`config.mk`:
```
export PLATFORM = sky130hd
export DESIGN_NAME = phase_moderator
export DESIGN_NICKNAME = d
export VERILOG_FILES = /design/src/rtl/phase_moderator.sv
export SDC_FILE = /design/constraint.sdc
export NUM_CORES = 1
export LEC_CHECK = 0
export ABC_AREA = 1
export BUFFER_PORTS_ARGS = -buffer_cell sky130_fd_sc_hd__buf_2
export CAP_MARGIN = 40
export CORE_MARGIN = 4
export CORE_UTILIZATION = 55
export CTS_CLUSTER_DIAMETER = 100
export DETAILED_ROUTE_END_ITERATION = 8
export HOLD_SLACK_MARGIN = 0.03
export PLACE_DENSITY = 0.78
export SLEW_MARGIN = 20
export SYNTH_ARGS = -nofsm -noshare
export SYNTH_HDL_FRONTEND = slang
export SYNTH_SLANG_ARGS = --single-unit
export TNS_END_PERCENT = 20
```
`constraint.sdc`:
```
create_clock -name clk -period 2.2 [get_ports clk]
set_input_delay 0.33 -clock clk [delete_from_list [all_inputs] [get_ports clk]]
set_output_delay 0.33 -clock clk [all_outputs]
set_load 0.005 [all_outputs]
```
`src/rtl/phase_moderator.sv`:
```
// rtl/phase_moderator.sv - parametrised phase sequencer with per-phase divide and strobes
//
// Ports:
//   clk           rising-edge clock
//   rst_n         asynchronous active-low reset
//   en            run enable; low freezes the sequence
//   sync_clr      synchronous restart to phase 0, cycle 0
//   div           requested cycles-per-phase minus 1
//   phase_idx     current phase number
//   phase_onehot  one-hot decode of phase_idx
//   phase_start   first cycle of the current phase
//   phase_last    final cycle of the current phase
//   wrap          final cycle of the last phase
//   tick_tock     phase_idx[0], legacy two-phase toggle

module phase_moderator #(
    parameter int                NUM_PHASES = 2,
    parameter int                CNT_W      = 8,
    parameter logic [CNT_W-1:0]  DIV_RST    = '0,
    parameter int                PHASE_W    = $clog2(NUM_PHASES)
) (
    input  logic                  clk,
    input  logic                  rst_n,
    input  logic                  en,
    input  logic                  sync_clr,
    input  logic [CNT_W-1:0]      div,
    output logic [PHASE_W-1:0]    phase_idx,
    output logic [NUM_PHASES-1:0] phase_onehot,
    output logic                  phase_start,
    output logic                  phase_last,
    output logic                  wrap,
    output logic                  tick_tock
);

    localparam logic [PHASE_W-1:0] LAST_PHASE = PHASE_W'(NUM_PHASES - 1);

    logic [CNT_W-1:0]   cnt;
    logic [CNT_W-1:0]   div_active;
    logic [CNT_W-1:0]   cnt_nxt;
    logic [CNT_W-1:0]   div_nxt;
    logic [PHASE_W-1:0] idx_nxt;
    logic               at_end;
    logic               in_last_phase;

    // >= rather than == so a divide lowered while frozen ends the phase on
    // the next enabled cycle instead of letting cnt run past div_active.
    assign at_end        = (cnt >= div_active);
    assign in_last_phase = (phase_idx == LAST_PHASE);

    always_comb begin
        cnt_nxt = cnt;
        idx_nxt = phase_idx;
        div_nxt = div_active;
        if (sync_clr) begin
            cnt_nxt = '0;
            idx_nxt = '0;
            div_nxt = div;
        end else if (!en) begin
            // Frozen: the divide register tracks div as a configuration window.
            div_nxt = div;
        end else if (!at_end) begin
            cnt_nxt = cnt + CNT_W'(1);
        end else begin
            // Divide ratio is only sampled at a boundary so a phase never
            // changes length part-way through.
            cnt_nxt = '0;
            div_nxt = div;
            idx_nxt = in_last_phase ? '0 : phase_idx + PHASE_W'(1);
        end
    end

    always_ff @(posedge clk or negedge rst_n) begin
        if (!rst_n) begin
            cnt        <= '0;
            phase_idx  <= '0;
            div_active <= DIV_RST;
        end else begin
            cnt        <= cnt_nxt;
            phase_idx  <= idx_nxt;
            div_active <= div_nxt;
        end
    end

    // Strobes are gated by rst_n directly so they drop with reset assertion
    // without waiting for a clock edge.
    always_comb begin
        phase_onehot = NUM_PHASES'(1) << phase_idx;
        tick_tock    = phase_idx[0];
        phase_start  = rst_n & en & (cnt == '0);
        phase_last   = rst_n & en & at_end;
        wrap         = phase_last & in_last_phase;
    end

endmodule

```
### Word level (Yosys, flattened, before mapping)

Index checks and enable logic that the tools add are counted.

| word-level totals | value |
|---|---|
| input bits | 12 |
| logic and storage cells | 26 |
| output and inout port bits | 7 |
| register bits after elaboration | 17 |

| cells by class | value |
|---|---|
| magnitude comparators | 1 |
| shifts and indexed selects | 1 |
| $add $sub $neg | 2 |
| equal/unequal tests | 1 |
| reductions and logical operators | 4 |
| bitwise gates (word level) | 4 |
| mux-type cells | 10 |

Operators with widths:

| kind | number |
|---|---|
| $mux 8 | 6 |
| $add 8x1->8 const B | 1 |
| $ge 8x8->1 | 1 |
| $logic_not 8->1 | 1 |
| $and 1x1->1 | 4 |
| $mux 1 | 4 |
| $reduce_bool 2->1 | 2 |
| $ne 3x1->1 const B | 1 |
| $reduce_and 2->1 | 1 |
| $shl 1x1->2 const A | 1 |
| $add 1x1->1 const B | 1 |

### Longest topological paths before layout

Gate-level depths: netlist of run 1.

| logic depth | value |
|---|---|
| depth after elaboration | 5 |
| gate-level depth with buffers | 12 |
| mapped depth without buffers | 12 |

### Least setup slack after synthesis of run 1

Ideal clock, no wire load.

| timing path | value |
|---|---|
| path kind | reg2out |
| from | register cnt[3] |
| to | output wrap |
| slack | 0.594 ns |
| arrival | 1.276 ns |
| required time | 1.870 ns |
| buffers on the path | 0 |
| cell stages (with the launch flop) | 10 |
| cell sequence | dfrtp_1 -> ha_1 -> nand2_1 -> inv_1 -> nand2_1 -> nand2_1 -> nand2_1 -> nand3_1 -> nand2_1 -> nor2_1 |

| between the ends | value |
|---|---|
| word-level cells in the longest chain between the ends | 3 |

Ends and longest elaborated chain:

| what | line | RTL |
|---|---|---|
| start: declaration | 37 | `logic [CNT_W-1:0] cnt;` |
| start signal: assignment | 78 | `cnt <= cnt_nxt;` |
| $ge 8x8->1 | 47 | `assign at_end = (cnt >= div_active);` |
| $and 1x1->1 | 90 | `phase_last = rst_n & en & at_end;` |
| $and 1x1->1 | 91 | `wrap = phase_last & in_last_phase;` |
| end: declaration | 31 | `output logic wrap,` |

No other way between the ends.

### Worst setup path in the final report of run 1

| timing path | value |
|---|---|
| from | register cnt[7] |
| to | output wrap |

Same word-level chain as after synthesis.

==> flow_results.org, run 1 <==
** Route
- In the routed design, unresolved DRC markers number 0.
- After detailed routing, the average wire length per cell comes to between 10 and 15 µm.
- The detail route stage leaves a number of antenna-violating nets equal to 0.
- Summed over all layers, the routed wires come to between 2 and 2.5 mm.
- For this run, the detailed router's first-pass iteration total came to 4.
- The detailed router finished its first iteration with 15 violations.
- Vias per cell :: ~5.0
- Summing over every cut layer, the via total after detailed routing is 942.

** Power
- The design draws 646 µW.
- Static leakage power :: around 0.0007 µW
- Worst IR Drop VDD :: 0.410 mV
- Cell Pwr Density :: ~470 nW/µm²

** Place
- Number of buffers added on ports :: 18
- Routability-driven placement finished with a final weighted congestion of between 0.8 and 0.9.
- Post-DP HPWL :: approximately 1.7 mm
- OpenSTA, run right after detailed placement, puts the worst setup slack at around 230 ps.

** Critical path
- Measured in cells, the most critical reg-to-reg path has a length of 9.
- The critical path is of the reg2out type.
- The endpoint identified for the worst register-to-register timing path is div_active[1].
- End point of the critical path :: wrap
- Maximum fanout along the worst path :: 4
- Critical Path Start :: cnt[7]
- Slack of the worst reg-to-reg path :: around 280 ps
- RR Startpoint :: cnt[3]
- Data on the critical path arrives at its endpoint at approximately 1800 ps.
- Worst Setup Start Kind :: flop
- Data required time at the worst endpoint :: between 1500 and 2000 ps
- STA classifies the critical path endpoint as an output port.

** Die
- Number of top-level design ports :: 19
- The core region is between 1500 and 2000 µm².
- Cell row count :: 16
- Once the floorplan was initialized, standard cells occupied around three fifths of the core.
- The floorplan step set the die width to around 54 µm.
- Chip Height :: between 50 and 60 µm
- Total die area :: 2890 µm²

** Synthesis
- Number of library cell types mapped by synthesis :: 21
- Synth cell count leaders :: sky130_fd_sc_hd__inv_1, sky130_fd_sc_hd__nand2_1, sky130_fd_sc_hd__dfrtp_1
- Portion of the post-synthesis area used by sequential elements :: between 30% and 40%
- Cell type with the highest aggregate area in the netlist :: sky130_fd_sc_hd__dfrtp_1
- Number of warnings reported in the yosys synthesis log :: 0
- Synthesis inferred 17 register bits.
- After synthesis, the share of flip-flops with an asynchronous set or reset is 100%.
- Top post-synthesis cells by area :: sky130_fd_sc_hd__dfrtp_1, sky130_fd_sc_hd__ha_1, sky130_fd_sc_hd__inv_1, sky130_fd_sc_hd__nand2_1, sky130_fd_sc_hd__o21ai_2
- Of the post-synthesis cell area, the dominant cell type holds 37.0%.
- The most used flip-flop cell after synthesis is sky130_fd_sc_hd__dfrtp_1.
- Synthesized Nets :: 153
- Count of flip-flops with a built-in enable after synthesis :: 0
- Averaged over all synthesized cells, the footprint is 8.78 µm².
- Post-synth design cell area :: around 1100 µm²
- Number of instances in the synthesized netlist :: roughly 130

** Clock tree
- Maximum buffer depth of the clock tree :: 2
- Clock-pin slew was measured on the worst setup and hold paths at 90 ps.
- Clock Latency Late Sink :: roughly 300 ps
- TritonCTS built the clock tree.
- The number of clock buffers added by TritonCTS is 3.
- In this run the number of H-tree levels came out at 1.
- The root buffer cell chosen for the clock tree is sky130_fd_sc_hd__clkbuf_4.
- The clock net in this run drives a total of 17 sinks.

** Global route
- The via count of the first global-routing pass came to ~860.
- Aggregate global-route resource usage :: 18.7%
- The number of antenna violations at the first check in global routing is 0.
- First-pass GRT wire length :: between 3 and 4 mm
- Largest net degree at the start of global routing :: 25
- Total grt overflow :: 0

** STA
- Pins Over Slew Limit :: 0
- The worst path in the final design needs a cycle of around 2100 ps, including I/O delays and setup.
- Min setup slack post-route :: between 100 and 150 ps
- Headroom to the max-slew limit came out at 66.5%.
- Actual slew at the worst max-slew pin :: 501 ps
- Maximum operating frequency :: between 0.4 and 0.5 GHz
- The final critical path takes up 95.4% of the cycle.
- The number of failing hold endpoints at the final stage was 0.
- Post-Route Skew :: 2.50 ps
- Total of endpoints with negative setup slack in the final report :: 0

** Final layout
- Area growth from synthesis to layout :: 18.6%
- In the final layout, the share of cells above drive strength 1 is about two fifths.
- Count of nets after finishing :: 183
- Antenna diode count :: 0

** Flow run
- Across the run, the number of max-cap violations was 0.

** Outcome
- The flow ran to the end, and the final reports show no timing, DRC or antenna violations.

** Min path
- The min-delay analysis places its worst path in the category in2reg.
==> state kept, by name, summed over array words and instances (netlist names) <==
| register | flops |
|---|---|
| cnt | 8 |
| div_active | 8 |
| phase_idx | 1 |
==> worst max-delay path, stage by stage, from the launching register on <==
cell	delay (ps)
sky130_fd_sc_hd__dfrtp_1	420
sky130_fd_sc_hd__ha_1	310
sky130_fd_sc_hd__nand2_1	100
sky130_fd_sc_hd__nor2_2	170
sky130_fd_sc_hd__nand2_2	100
sky130_fd_sc_hd__nand3_1	110
sky130_fd_sc_hd__nand2_1	70
sky130_fd_sc_hd__nor2_1	80
sky130_fd_sc_hd__buf_2	110
==> power by group <==
group | total, µW | internal (µW) | switching [µW]
logic | 137 | 56.4 | 81.1
registers | 338 | 330 | 8.42
clock network | 170 | 70.7 | 99.5
==> how the worst min path moves through the flow <==
| stage | startpoint | to | depth (start not counted) |
|---|---|---|---|
| 2_1_floorplan | rst_n | cnt[0] | 0 |
| 3_3_place_gp | rst_n | phase_idx | 2 |
| 3_5_place_dp | rst_n | phase_idx | 2 |
| 4_1_cts | div[2] | div_active[2] | 3 |
| 5_1_grt | div[0] | div_active[0] | 3 |
| 6_report | div[3] | div_active[3] | 3 |
==> through the flow <==
step / setup TNS (ps) / instance area, µm² / hold WS (ps) / utilization (%) / cells
floorplan: 0 / 1150 / 34.4 / - / 131
global placement: 0 / 1240 / 311 / 62.8 / 173
detailed placement: 0 / 1240 / 315 / 62.8 / 173
CTS: 0 / 1280 / 221 / 64.6 / 178
global route: -72.0 / 1360 / 212 / 68.8 / 187
finish: 0 / 1360 / 230 / 68.8 / 187
==> layout by cell type, fill, tap and decap left out, drive strengths merged <==
cell / count
nand3: 5
a21oi: 2
o21ai: 11
inv: 26
nand2: 30
nor4: 1
clkbuf: 4
dfrtp: 17
nor2: 8
dlygate4sd3: 1
ha: 10
nand4: 4
xor2: 4
xnor2: 1
o31ai: 1
a21o: 1
buf: 28
o22ai: 5
nor3: 1
==> cells by family (layout without fill, tap and decap cells) <==
family	count (synthesis)	in the layout	share of synthesized area [%]
buf+inv	30	59	11.8
fa+ha+maj	10	10	10.9
compound gates	20	20	16.0
simple gates	49	49	20.6
xor+xnor	5	5	3.81
flops	17	17	37.0
==> per-layer routing <==
| layer | track usage [%] | share of wire (%) |
|---|---|---|
| met2 | 28.8 | 48 |
| met5 | 0 | 0 |
| met4 | 10.2 | 2.2 |
| met1 | 24.7 | 45 |
| met3 | 3.32 | 4.5 |
==> what timing repair did <==
action | CTS | global route
endpoints found under the setup margin | 0 | 2
buffers inserted | 0 | 9
hold endpoints to repair | 17 | 0
hold buffers | 1 | 0
gates resized for setup | 0 | 8
==> area by class of cell <==
type | count | area (µm²)
clock buffer | 4 | 26.3
fill | 166 | 618
inverter | 26 | 97.6
multi-input combinational | 84 | 601
sequential | 17 | 430
tap | 27 | 33.8
timing repair buffer | 29 | 175
Power figures use the tool's default switching activity.
==> run 2, diff against run 1 <==
clock period = 2 ns   (was 2.2 ns; I/O delays follow)
==> flow_results.org, run 2 (same netlist as run 1, synthesis figures left out) <==
** Power
- Cell Pwr Density :: a little under 500 nW/µm²
- For this design the static power due to leakage is about 0.00075 µW.
- The design draws between 700 and 800 µW.
- Worst IR Drop VDD :: slightly above 0.4 mV

** STA
- Total of endpoints with negative setup slack in the final report :: 0
- The routed design could run at a clock period as short as around 2000 ps.
- Hold violation count in the final report :: 0
- Actual slew at the worst max-slew pin :: roughly 320 ps
- Unrepaired setup endpoints after global routing :: true
- Maximum operating frequency :: approximately 0.5 GHz
- Max_slew headroom :: approximately 79%
- Pins Over Slew Limit :: 0
- Post-Route Skew :: between 9 and 10 ps
- Share of the clock period used by the worst path :: 99.6%
- Tightest hold margin :: 199 ps

** Critical path
- Worst Setup Start Kind :: flop
- The slowest stage of the critical path is the sky130_fd_sc_hd__dfrtp_1 cell.
- The worst setup path is captured at an output port.
- Slack of the worst reg-to-reg path :: between 200 and 300 ps
- The critical path is of the reg2out type.
- Critical Path Start :: cnt[6]
- Crit path top cell by count :: sky130_fd_sc_hd__nand2_2
- RR Startpoint :: cnt[6]
- On the worst path, the slowest cell contributes a delay of approximately 420 ps.
- The signal on the critical path passes through ha_1 -> nand2_2 -> nor2_4 -> nand2_2 -> nand3_2 -> nand2_2 -> nor2_1 -> buf_2.
- Critical path data arrival time :: roughly 1700 ps
- Maximum fanout along the worst path :: 3
- Data required time at the worst endpoint :: about 1700 ps

** Die
- The floorplan step defined a die boundary enclosing between 2000 and 3000 µm².
- In this run the standard cell core region covers a little under 2000 µm².
- Pin placement for this block handled 19 I/O pins.
- After floorplanning, the core was divided into 16 placement rows.
- Chip Height :: 53.7 µm
- The initial utilization of the core area, before any placement, comes to about three fifths.
- Overall die width :: 53.7 µm

** Global route
- Entering global routing, the biggest net connects 25 pins.
- Number of antenna violations at the first check in global routing :: 0
- Number of global-route vias before repair :: between 900 and 1000
- The total overflow left after global routing is 0.
- The first global-routing pass estimated between 4 and 5 mm of wire.
- Aggregate global-route resource usage :: between 20% and 30%

** Final layout
- Registers with the highest flip-flop counts :: cnt: 8 flops, div_active: 8 flops, phase_idx: 1 flops
- Leaving out fill and tap cells, the most frequent cell in the layout is sky130_fd_sc_hd__inv_1.
- 0 antenna diodes ended up in the layout.
- The final layout contains 188 nets.
- Relative to the synthesized area, the layout overhead comes to 31.3%.
- Utilization after layout :: ~76%
- After filler insertion, the fill cell instance count of the layout stands at between 100 and 150.
- Leading cell types in the layout, fill and taps excluded :: sky130_fd_sc_hd__inv_1, sky130_fd_sc_hd__nand2_1, sky130_fd_sc_hd__buf_2, sky130_fd_sc_hd__dfrtp_1, sky130_fd_sc_hd__buf_4
- Fraction of final layout cells sized beyond drive strength 1 :: 50.3%

** Route
- Via count :: between 1000 and 1500
- 1st-iter DRT viols :: 21
- Drt pass-1 iters :: 5
- In the routed design, unresolved DRC markers number 0.
- Mean routed wirelength per cell :: between 10 and 15 µm
- Once detail routing completed, the nets flagged for antenna violations numbered 0.
- After detailed routing, the total wire length is 2.83 mm.
- Using the TritonRoute via totals, the vias-per-cell ratio works out to ~5.3.

** Place
- Number of buffers added on ports :: 18
- Global placement routability congestion :: ~0.95
- Post-DP HPWL :: about 1.7 mm

** Min path
- Source of the worst hold timing path :: div[4]
- Hold Crit Class :: in2reg

** Clock tree
- CTS built an H-tree with a depth of 1.
- Clk root buf :: sky130_fd_sc_hd__clkbuf_4
- Clock Latency Late Sink :: about 300 ps
- The tree built by TritonCTS fans out to 17 sinks.
- TritonCTS built the clock tree.
- After clock tree synthesis, the clock-pin slew on the worst setup and hold paths is ~100 ps.
- In this run the deepest clock path goes through 2 buffers.
- TritonCTS buffer count :: 3

** Outcome
- The run finished with clean final reports.

** Flow run
- Maximum Capacitance Violations :: 0
==> run 2: stage by stage <==
| step | TNS [ps] | cells | cell area (µm²) | setup WS (ps) |
|---|---|---|---|---|
| detailed placement | 0 | 174 | 1260 | 175 |
| CTS | 0 | 188 | 1390 | 5.97 |
| finish | 0 | 192 | 1510 | 7.01 |
| global route | -203 | 192 | 1510 | -78.9 |
| global placement | 0 | 174 | 1260 | 223 |
| floorplan | 0 | 131 | 1150 | 424 |
==> run 2: critical path, delay by kind of cell (launching register included) <==
family        cells  cell delay [ps]
flops             1              420
simple gates      6              550
fa+ha+maj         1              310
buf+inv           1              120
==> run 2: layout make-up <==
class                      count  area [µm²]  area share, %
inverter                      26        97.6           6.46
clock buffer                   4        26.3           1.74
sequential                    17         429           28.4
multi-input combinational     84         698           46.2
tap                           27        33.8           2.24
timing repair buffer          34         225           14.9
==> run 2: routing by layer <==
layer	share of wire [%]	vias up	track usage, %	wire [µm]
li1	-	485	-	-
met1	40	484	24.0	1130
met2	53	36	36.7	1490
met3	4.2	9	4.16	120
met4	3.1	0	9.36	89
met5	0	-	0	0
==> run 2: repair_timing <==
item,4_1_cts,5_1_grt
endpoints found under the hold margin,17,0
pin swaps,3,9
buffers inserted,9,4
setup endpoints to repair,2,2
resized for setup,8,18
hold buffers,1,0
gates cloned,0,0
==> run 2: report_power, final <==
part / internal (µW) / switching, µW
clock network: 77.7 / 110
registers: 363 / 9.89
logic: 77.3 / 106
==> run 2: worst paths after layout <==
| kind | to | depth (start not counted) |
|---|---|---|
| max in group asynchronous | cnt[4] | 3 |
| worst min register to register | div_active[2] | 2 |
| worst min-delay path | div_active[4] | 3 |
| worst max register to register | div_active[0] | 9 |
| worst max-delay path | wrap | 8 |
| min in group asynchronous | div_active[7] | 3 |
==> run 3, diff against run 2 <==
CAP_MARGIN = 20   (was 40)
MAX_ROUTING_LAYER = met4   (was default)
==> flow_results.org, run 3 (same netlist as run 1, synthesis figures left out) <==
** Die
- The floorplan has 16 rows.
- The die is roughly 54 µm tall.
- Total die area :: roughly 2900 µm²
- Overall die width :: roughly 54 µm
- Number of top-level design ports :: 19
- The total area inside the core boundary comes to approximately 2000 µm².
- The initial utilization of the core area, before any placement, comes to 58.0%.

** Critical path
- Walking the worst path, the cells encountered are ha_1 -> nand2_2 -> nor2_4 -> nand2_2 -> nand3_2 -> nand2_2 -> nor2_1 -> buf_2.
- Slack of the worst reg-to-reg path :: roughly 290 ps
- Cell depth of the worst flop-to-flop path :: 9
- At the worst endpoint, the arrival time is between 1500 and 2000 ps.
- In this design, the critical path's most frequently occurring cell is sky130_fd_sc_hd__nand2_2.
- Worst Setup Start Kind :: flop
- Maximum fanout along the worst path :: 3
- Highest-delay cell along the critical path :: sky130_fd_sc_hd__dfrtp_1
- Type of element capturing the critical path :: output port
- The worst setup path is of the reg2out kind.
- CP max stage delay :: 420 ps
- Data required time at the worst endpoint :: approximately 1700 ps

** Clock tree
- Clock Pin Slew Worst Setup and Hold Paths :: ~100 ps
- The clock reaches the later pin of the worst-skew pair after approximately 290 ps.
- TritonCTS buffer count :: 3
- In this run the deepest clock path goes through 2 buffers.
- TritonCTS built the clock tree.
- CTS built an H-tree with a depth of 1.
- Clock tree synthesis selected as its root buffer the cell sky130_fd_sc_hd__clkbuf_4.
- The clock drives 17 sinks.

** Global route
- The number of antenna violations at the first check in global routing is 0.
- Aggregate global-route resource usage :: 21.5%
- The first global-routing pass estimated approximately 4.2 mm of wire.
- Largest net degree at the start of global routing :: 25
- Number of global-route vias before repair :: slightly below 1000
- Global routing finished with a remaining overflow of 0.

** STA
- Hold violation count in the final report :: 0
- Setup repair after global routing could not meet its margin everywhere.
- Max_slew headroom :: between 70% and 80%
- Post-route minimum period :: about 2000 ps
- Setup violations remaining at the end of the flow were counted as 0.
- The final number of max-transition violations is 0.
- Share of the clock period used by the worst path :: 99.6%
- Actual slew at the worst max-slew pin :: 315 ps
- Based on the critical path, the design can be clocked at up to 0.502 GHz.
- Between clock sinks in the finished design, the worst skew comes to approximately 5.7 ps.

** Route
- The count of nets left with antenna violations once routing finished came out at 0.
- Across all layers, the routed design uses just over 1000 vias.
- After detailed routing, the number of remaining DRC violations is 0.
- In the final routed layout, each cell accounts on average for 14.6 µm.
- WL final :: ~2.8 mm
- Drt pass-1 iters :: 4
- For this block, the initial DRC count from the detailed router was 21.
- Vias per cell :: 5.28

** Power
- The analysis attributes to cell leakage a power of between 0.0007 and 0.0008 µW.
- Combinational logic is responsible for between 20% and 30% of the overall power.
- For this design the ratio of total power to cell area is 489 nW/µm².
- The analysis attributes to net switching a power of roughly 220 µW.
- Internal :: approximately 520 µW
- Fraction of power consumed by the clock network :: between 20 and 25%
- Of the total power, the share spent switching nets is 30.0%.
- Sequential cells account for 50.4% of the total power.
- Worst IR Drop VDD :: 0.403 mV

** Final layout
- Antenna diode count :: 0
- Count of nets after finishing :: approximately 190
- The finished cells cover around 1500 µm².
- Leading cell types in the layout, fill and taps excluded :: sky130_fd_sc_hd__inv_1, sky130_fd_sc_hd__nand2_1, sky130_fd_sc_hd__buf_2, sky130_fd_sc_hd__dfrtp_1, sky130_fd_sc_hd__buf_4
- Area of the multi-input gates :: roughly 700 µm²
- Utilization after layout :: 76.2%
- Fraction of final layout cells sized beyond drive strength 1 :: 50.3%
- Registers with the highest flip-flop counts :: cnt: 8 flops, div_active: 8 flops, phase_idx: 1 flops
- Counting the fill cells in the layout gives between 100 and 150.
- Most common library cell in the layout ignoring fill and taps :: sky130_fd_sc_hd__inv_1
- Register cell area after layout :: approximately 430 µm²
- From synthesis to final layout, the design area changed by 31.3%.

** Place
- The placed instances occupy a cell area of 1260 µm².
- Summed over all nets, the half-perimeter wirelength after detailed placement is about 1.7 mm.
- The count of buffers added on input and output ports is 18.
- Global placement routability congestion :: just under 1

** Min path
- Hold Crit Class :: in2reg
- Depth of the worst hold-timing path :: 3

** Outcome
- The run finished with clean final reports.

** Flow run
- The tool flagged a number of max-cap violations equal to 0.
## run 3: final timing paths
kind	startpoint	end
max in group asynchronous	rst_n	cnt[4]
min in group asynchronous	rst_n	div_active[7]
setup reg to reg	cnt[6]	div_active[0]
hold / removal	div[4]	div_active[4]
hold reg to reg	div_active[2]	div_active[2]
setup / recovery	cnt[6]	wrap
## run 3: area by class of cell
class,instances,share of cell area [%]
clock buffer,4,1.74
sequential,17,28.4
inverter,26,6.46
multi-input combinational,84,46.2
timing repair buffer,34,14.9
tap,27,2.24
## run 3: power groups by stage
stage	sequential, µW	clock [µW]	combinational (µW)
after CTS	370	188	157
final	373	184	183
after global placement	379	0	134
after floorplan	378	0	96.3
after detailed placement	380	0	141
after global routing	374	209	205
## run 3: what timing repair did
action	4_1_cts	5_1_grt
hold endpoints to repair	17	0
pin swaps	3	9
gates resized for setup	8	18
hold buffers	1	0
setup buffers	9	4
setup endpoints to repair	2	2
## run 3: stage by stage
step / power, µW / setup TNS, ps / setup slack [ps] / instances / hold WS [ps]
finish: 739 / 0 / 8.05 / 192 / 206
global route: 789 / -203 / -78.9 / 192 / 195
CTS: 715 / 0 / 5.97 / 188 / 203
detailed placement: 521 / 0 / 175 / 174 / 282
global placement: 513 / 0 / 223 / 174 / 284
floorplan: 474 / 0 / 424 / 131 / 4.41
## run 3: routing by layer
metal | share of wire, % | GRT usage, %
met5 | 0 | -
met4 | 3.1 | 9.36
met3 | 4.7 | 3.88
met2 | 53 | 36.7
met1 | 39 | 24.3
## run 3: critical path: cells and delay by family, from the launching register on
| family | cells | cell delay [ps] |
|---|---|---|
| flops | 1 | 420 |
| fa+ha+maj | 1 | 310 |
| buf+inv | 1 | 120 |
| simple gates | 6 | 550 |
